<file path="src/rtl/gray_counter_nbit_if.sv">
// Bundle between the button pulse generator and the Gray counter.
// The master side drives count requests; the slave side returns the count.
interface gray_counter_nbit_if #(
    parameter int N = 4
);
    logic         pulse;
    logic         up;
    logic         clear;
    logic [N-1:0] bin;
    logic [N-1:0] gray;
    logic         wrap;
    logic         stuck;

    modport master (
        output pulse,
        output up,
        output clear,
        input  bin,
        input  gray,
        input  wrap,
        input  stuck
    );

    modport slave (
        input  pulse,
        input  up,
        input  clear,
        output bin,
        output gray,
        output wrap,
        output stuck
    );
endinterface

</file>
<file path="src/rtl/gray_counter_nbit.sv">
// Up/down counter with binary and registered Gray outputs, fed by
// single-cycle pulses; an edge qualifier stops long pulses double-counting.
module gray_counter_nbit #(
    parameter int N = 4
) (
    input  logic                 clk,
    input  logic                 rst,
    gray_counter_nbit_if.slave   bus
);

    typedef enum logic {
        IDLE  = 1'b0,
        ARMED = 1'b1
    } state_t;

    localparam logic [N-1:0] ONE = N'(1);

    state_t       state_q, state_d;
    logic [N-1:0] bin_q, bin_d;
    logic [N-1:0] gray_q, gray_d;
    logic         wrap_q, wrap_d;
    logic         stuck_q, stuck_d;
    logic         accept;

    // Qualify the pulse edge and compute the next count and flags.
    always_comb begin
        state_d = state_q;
        stuck_d = 1'b0;
        accept  = 1'b0;
        unique case (state_q)
            IDLE: begin
                if (bus.pulse) begin
                    accept  = 1'b1;
                    state_d = ARMED;
                end
            end
            ARMED: begin
                if (bus.pulse) begin
                    stuck_d = 1'b1;
                end else begin
                    state_d = IDLE;
                end
            end
            default: state_d = IDLE;
        endcase

        bin_d  = bin_q;
        wrap_d = 1'b0;
        if (bus.clear) begin
            // A pulse seen here still arms the FSM, so it is swallowed.
            bin_d = '0;
        end else if (accept) begin
            if (bus.up) begin
                bin_d  = bin_q + ONE;
                wrap_d = (bin_q == '1);
            end else begin
                bin_d  = bin_q - ONE;
                wrap_d = (bin_q == '0);
            end
        end

        // Gray is derived from the next binary value so both flop together.
        gray_d = bin_d ^ (bin_d >> 1);
    end

    // State, count and flag registers.
    always_ff @(posedge clk or posedge rst) begin
        if (rst) begin
            state_q <= IDLE;
            bin_q   <= '0;
            gray_q  <= '0;
            wrap_q  <= 1'b0;
            stuck_q <= 1'b0;
        end else begin
            state_q <= state_d;
            bin_q   <= bin_d;
            gray_q  <= gray_d;
            wrap_q  <= wrap_d;
            stuck_q <= stuck_d;
        end
    end

    assign bus.bin   = bin_q;
    assign bus.gray  = gray_q;
    assign bus.wrap  = wrap_q;
    assign bus.stuck = stuck_q;

endmodule

</file>
<file path="src/flat_wrapper.sv">
// flat-port wrapper written by rule: the top's interface ports become plain ports
module gray_counter_nbit_flat 
#(
    parameter int N = 4
)
  (clk, rst, bus_pulse, bus_up, bus_clear, bus_bin, bus_gray, bus_wrap, bus_stuck);
  gray_counter_nbit_if #(.N(N)) bus_i ();
  input  logic clk;
  input  logic rst;
  input wire logic [$bits(bus_i.pulse)-1:0] bus_pulse;
  input wire logic [$bits(bus_i.up)-1:0] bus_up;
  input wire logic [$bits(bus_i.clear)-1:0] bus_clear;
  output wire logic [$bits(bus_i.bin)-1:0] bus_bin;
  output wire logic [$bits(bus_i.gray)-1:0] bus_gray;
  output wire logic [$bits(bus_i.wrap)-1:0] bus_wrap;
  output wire logic [$bits(bus_i.stuck)-1:0] bus_stuck;
  assign bus_i.pulse = bus_pulse;
  assign bus_i.up = bus_up;
  assign bus_i.clear = bus_clear;
  assign bus_bin = bus_i.bin;
  assign bus_gray = bus_i.gray;
  assign bus_wrap = bus_i.wrap;
  assign bus_stuck = bus_i.stuck;
  gray_counter_nbit #(.N(N)) u_core (.clk(clk), .rst(rst), .bus(bus_i));
endmodule
</file>
<file path="config.mk">
export PLATFORM = sky130hd
export DESIGN_NAME = gray_counter_nbit_flat
export DESIGN_NICKNAME = d
export VERILOG_FILES = /design/src/rtl/gray_counter_nbit_if.sv /design/src/rtl/gray_counter_nbit.sv /design/src/flat_wrapper.sv
export SDC_FILE = /design/constraint.sdc
export NUM_CORES = 1
export LEC_CHECK = 0
export CORE_AREA = 4 4 41 43
export CTS_CLUSTER_DIAMETER = 80
export CTS_CLUSTER_SIZE = 8
export DETAILED_ROUTE_END_ITERATION = 12
export DIE_AREA = 0 0 45 47
export GPL_TIMING_DRIVEN = 0
export HOLD_SLACK_MARGIN = 0.06
export MAX_ROUTING_LAYER = met4
export PLACE_DENSITY_LB_ADDON = 0.1
export SYNTH_ARGS = -nofsm -noshare
export SYNTH_HDL_FRONTEND = slang
export SYNTH_SLANG_ARGS = --single-unit
</file>
<file path="constraint.sdc">
create_clock -name clk -period 5.3 [get_ports clk]
set_input_delay 1.06 -clock clk [delete_from_list [all_inputs] [get_ports clk]]
set_output_delay 1.06 -clock clk [all_outputs]
set_load 0.02 [all_outputs]
</file>
Word level (Yosys, flattened, before mapping)
Index checks and enable logic that the tools add are counted.
Storage, ports and cells
  register bits after elaboration: 11
  bits of input ports: 5
  output and inout port bits: 10
  logic and storage cells: 19
Cells by class
  add/subtract/negate cells: 2
  equal/unequal tests: 1
  mux-type cells: 9
  bitwise gates (word level): 1
  reductions and logical operators: 1
Operator list (number)
  2-to-1 mux 4 bit: 3
  2-to-1 mux 1 bit: 6
  adder 4 x 1 -> 4 bit (second input constant): 1
  equality test 4 bit (second input constant): 1
  logical NOT 4 bit: 1
  subtractor 4 x 1 -> 4 bit (second input constant): 1
  XOR 4 x 3 -> 4 bit: 1

Depth between registers and ports, before layout
  depth in word-level cells: 5
  depth in mapped cells: 6

Least setup slack after synthesis
No wires, ideal clock.
  path kind: input-to-reg
  start: in bus_up
  end: reg u_core.gray_q[2], in the netlist u_core.bus.gray[2]
  library setup time: 0.127 ns
  arrival: 2.468 ns
  required time: 5.173 ns
  setup slack: 2.705 ns
  stages on the path: 6
  path through: inv_1 -> ha_1 -> or4b_4 -> o221ai_2 -> o211a_1 -> mux2_1
On the way
  word-level cells in the longest chain between the ends: 4
Ends and longest elaborated chain
  start: declaration: line flat_wrapper.sv:11  | input wire logic [$bits(bus_i.up)-1:0] bus_up;
  2-to-1 mux 4 bit: line gray_counter_nbit.sv:53  | if (bus.up) begin
  2-to-1 mux 4 bit: line gray_counter_nbit.sv:52  | end else if (accept) begin
  2-to-1 mux 4 bit: line gray_counter_nbit.sv:49  | if (bus.clear) begin
  XOR 4 x 3 -> 4 bit: line gray_counter_nbit.sv:63  | gray_d = bin_d ^ (bin_d >> 1);
  net u_core.gray_d[2]: line gray_counter_nbit.sv:20  | logic [N-1:0] gray_q, gray_d;
  end signal: assignment: line gray_counter_nbit.sv:77  | gray_q <= gray_d;
  end: declaration: line gray_counter_nbit.sv:20
The timed path passes the listed nets, and every way through them passes these cells.

Worst setup path in the final report
Same ends and word-level chain as after synthesis.

==> implementation parameters <==
Parameter                              Value

Job
  Max_cap viols ... 0

Clocking
  Number of levels in the clock H-tree ... 1
  Worst-Skew Late Latency ... around 0.26 ns
  Number of instances resized during post-cts repair ... 0
  Clock Sinks ... 10
  Number of buffers added by the clock tree synthesis step ... 3
  Clock tree from TritonCTS ... built
  Hold Buf Count CTS ... 0
  Register clock-pin slew on the reported worst setup and hold paths ... roughly 0.06 ns
  Maximum number of buffers from clock root to sink ... 2
  Root cell of the clock tree ... sky130_fd_sc_hd__clkbuf_4
  Setup Buffers After CTS ... 0

Critical path
  Critical Path End Type ... flop
  Startpoint types ... primary input
  Worst flop-to-flop path startpoint ... u_core.bus.bin[2]
  CP max FO ... 7
  Setup slack, reg-to-reg ... around 3.3 ns
  FF-to-FF path depth ... 5
  Critical path data arrival time ... 3.22 ns
  Worst setup endpoint ... u_core.bus.gray[2]
  CP Class ... in2reg
  Required time of the critical path ... between 5 and 6 ns
  Capture point of the worst reg-to-reg path ... u_core.bus.gray[2]
  First element of the critical path ... bus_up

Die
  Die outline height ... 47 um
  Initial Utilization ... between 40% and 50%
  Overall die area ... between 2000 and 2500 um2
  Chip Width ... roughly 45 um
  Site Rows ... 13
  Core footprint ... 1301 um2
  Ports ... 15

Timing
  Final hold violation count ... 0
  Fmax ... around 0.33 GHz
  Largest clock skew in the final design ... roughly 0.0015 ns
  Worst-case hold slack ... between 0.5 and 0.6 ns
  Worst setup margin ... approximately 2.2 ns
  Unrepaired setup endpoints after global routing ... no
  Fin crit share ... between 50 and 60%
  Headroom to the max-slew limit ... between 70% and 80%
  Final setup vio count ... 0
  Final min period ... slightly above 3 ns
  Fin. max-slew vios ... 0
  Least-Margin Pin Slew ... 0.3713 ns
  Setup total negative slack ... 0 ns

GRT
  Number of antenna violations at the first check in global routing ... 0
  Pin count of the biggest net entering global routing ... 11
  Overall track demand over capacity in global routing ... 12.40%
  Global route total overflow ... 0
  Vias in the first global route ... between 400 and 500
  Wire length of the first global-routing pass ... between 1.5 and 2 mm

Pwr
  VDD IR max ... roughly 200 uV
  Total power after layout ... about 0.20 mW
  PD cells ... 262.9 nW/um2
  Leakage power ... between 0.3 and 0.4 nW

Layout
  Most common cell after layout, fill and taps aside ... sky130_fd_sc_hd__clkdlybuf4s50_1
  Layout Nets ... 79
  Antenna diode instance count ... 0
  Layout Cells excl Fill ... 84
  Share of layout cells above drive strength 1 ... about 12%
  Layout area overhead ... 29.98%
  Highest-count cells in the layout ignoring fill and taps ... sky130_fd_sc_hd__clkdlybuf4s50_1 (13), sky130_fd_sc_hd__dfrtp_1 (10), sky130_fd_sc_hd__nor2_1 (8)

Route
  Remaining number of nets flagged by the antenna check after routing ... 0
  Drt wl/cell ... between 10 and 15 um
  Via count ... ~440
  Final routed DRC violation total ... 0
  Detailed-router iteration count before antenna repair ... 3
  DR vias/cell ... ~5.3
  Drt first-iter violations ... 2
  Total wire length ... just over 1 mm

Yosys
  Gate count after technology mapping ... 53
  Cell area after synthesis ... around 570 um2
  Post-synth cell types ... 27
  Mean Syn Cell Area ... 10.79 um2
  Xor-xnor portion of the synthesized cell area ... between 6 and 7%
  Largest family of logic cells by synthesized area ... simple AND/OR/NAND/NOR gates
  Simple-Gate Fraction of Synth Area ... between 20% and 30%
  Sequential cell area fraction in the yosys report ... 43.76%
  Area share of fa/ha/maj cells after synthesis ... under 10%
  Fraction of the mapped netlist area in compound gates ... approximately a tenth
  Register bit total from synthesis ... 10
  Synthesized netlist net count ... between 60 and 70
  Portion of netlist area occupied by mux cells ... between 7 and 8%
  Number of warnings printed during yosys synthesis ... 0

Hold path
  Min-delay worst type ... reg2reg

Placed design
  Detailed placer's ending HPWL ... 818.6 um
  Routability cong. ... approximately 0.84
  Placed Instances ... between 80 and 90
  Quantity of I/O buffers inserted on ports ... 13
  Dpl ws ... 1.943 ns

Status
  Run status ... completed
-- how the worst min path moves through the flow --
stage,from,to,slack [ns],depth (start not counted)
after floorplan,u_core.state_q,u_core.bus.stuck,0.51,1
after global placement,u_core.state_q,u_core.bus.stuck,0.54,1
after detailed placement,u_core.state_q,u_core.bus.stuck,0.54,1
after CTS,u_core.state_q,u_core.bus.stuck,0.56,1
after global routing,u_core.state_q,u_core.bus.stuck,0.59,1
final,u_core.state_q,u_core.bus.stuck,0.58,1
-- through the flow --
stage          util, %  cell area (um2)
2_1_floorplan        -            571.8
3_3_place_gp     55.38            720.7
3_5_place_dp     55.38            720.7
4_1_cts          57.12            743.2
5_1_grt          57.12            743.2
6_report         57.12            743.2
-- flip-flops by register name, indices dropped and copies added (netlist names) --
| name | cells |
|---|---|
| u_core.bus.stuck | 1 |
| u_core.bus.bin | 4 |
| u_core.bus.gray | 3 |
| u_core.state_q | 1 |
| u_core.bus.wrap | 1 |
-- worst max-delay path, cell delays in order --
cell and delay (ns):
sky130_fd_sc_hd__clkdlybuf4s50_1 0.57, sky130_fd_sc_hd__inv_1 0.14, sky130_fd_sc_hd__ha_1 0.24, sky130_fd_sc_hd__or4b_4 0.53, sky130_fd_sc_hd__mux2i_1 0.15, sky130_fd_sc_hd__o211a_1 0.21
sky130_fd_sc_hd__mux2_1 0.32
-- kinds of logic (layout without fill, tap and decap cells) --
kind of cell             after synthesis  count (layout)
AO/OA/AOI/OAI                          7               7
multiplexers                           4               4
buffers and inverters                  5              21
flip-flops                            10              10
AND/OR/NAND/NOR                       20              20
adder cells (fa/ha/maj)                3               3
XOR/XNOR                               4               4
-- area by class of cell --
class | instances | area [um2]
fillers | 135 | 558.0
clock buffers | 3 | 22.52
inverters | 2 | 7.507
flip-flops and latches | 10 | 250.2
plain buffers | 3 | 18.77
repair buffers | 13 | 130.1
well taps | 15 | 18.77
multi-input cells | 38 | 295.3
-- synth_stat cells --
library cell | number | area [um2]
sky130_fd_sc_hd__xnor2_1 | 1 | 8.760
sky130_fd_sc_hd__mux2i_1 | 3 | 30.03
sky130_fd_sc_hd__nor3_1 | 1 | 5.000
sky130_fd_sc_hd__nor2b_1 | 1 | 6.260
sky130_fd_sc_hd__or4b_4 | 1 | 13.76
sky130_fd_sc_hd__nor2_1 | 8 | 30.03
sky130_fd_sc_hd__a2111o_1 | 1 | 11.26
sky130_fd_sc_hd__nand4b_1 | 2 | 17.52
sky130_fd_sc_hd__buf_4 | 2 | 15.01
sky130_fd_sc_hd__ha_1 | 2 | 25.02
sky130_fd_sc_hd__o211a_1 | 1 | 10.01
sky130_fd_sc_hd__dfrtp_1 | 10 | 250.2
sky130_fd_sc_hd__and2_1 | 1 | 6.260
sky130_fd_sc_hd__buf_1 | 1 | 3.750
sky130_fd_sc_hd__and3_2 | 1 | 7.510
sky130_fd_sc_hd__nor3b_1 | 1 | 7.510
sky130_fd_sc_hd__o221ai_2 | 1 | 15.01
sky130_fd_sc_hd__nand2b_1 | 1 | 6.260
sky130_fd_sc_hd__mux2_1 | 1 | 11.26
sky130_fd_sc_hd__inv_1 | 2 | 7.510
sky130_fd_sc_hd__fa_1 | 1 | 20.02
sky130_fd_sc_hd__nand3_1 | 1 | 5.000
sky130_fd_sc_hd__a31oi_1 | 1 | 6.260
sky130_fd_sc_hd__a21oi_1 | 3 | 15.01
sky130_fd_sc_hd__xor2_1 | 3 | 26.28
sky130_fd_sc_hd__or4_1 | 1 | 7.510
sky130_fd_sc_hd__nand2_1 | 1 | 3.750
-- report_power, final --
part	switching [mW]	internal [mW]
Clock	0.0245	0.0262
Sequential	0.00599	0.0827
Combinational	0.0281	0.0280
-- layer usage --
| layer | vias up | share of wire, % | wire length (um) | global-route usage [%] |
|---|---|---|---|---|
| li1 | 219 | - | - | - |
| met1 | 208 | 45 | 468 | 14.39 |
| met2 | 12 | 46 | 479 | 19.21 |
| met3 | 2 | 6.4 | 66 | 3.448 |
| met4 | 0 | 1.6 | 17 | 7.018 |
| met5 | - | 0 | 0 | - |
Note: power is estimated with default switching activity, not from simulation.
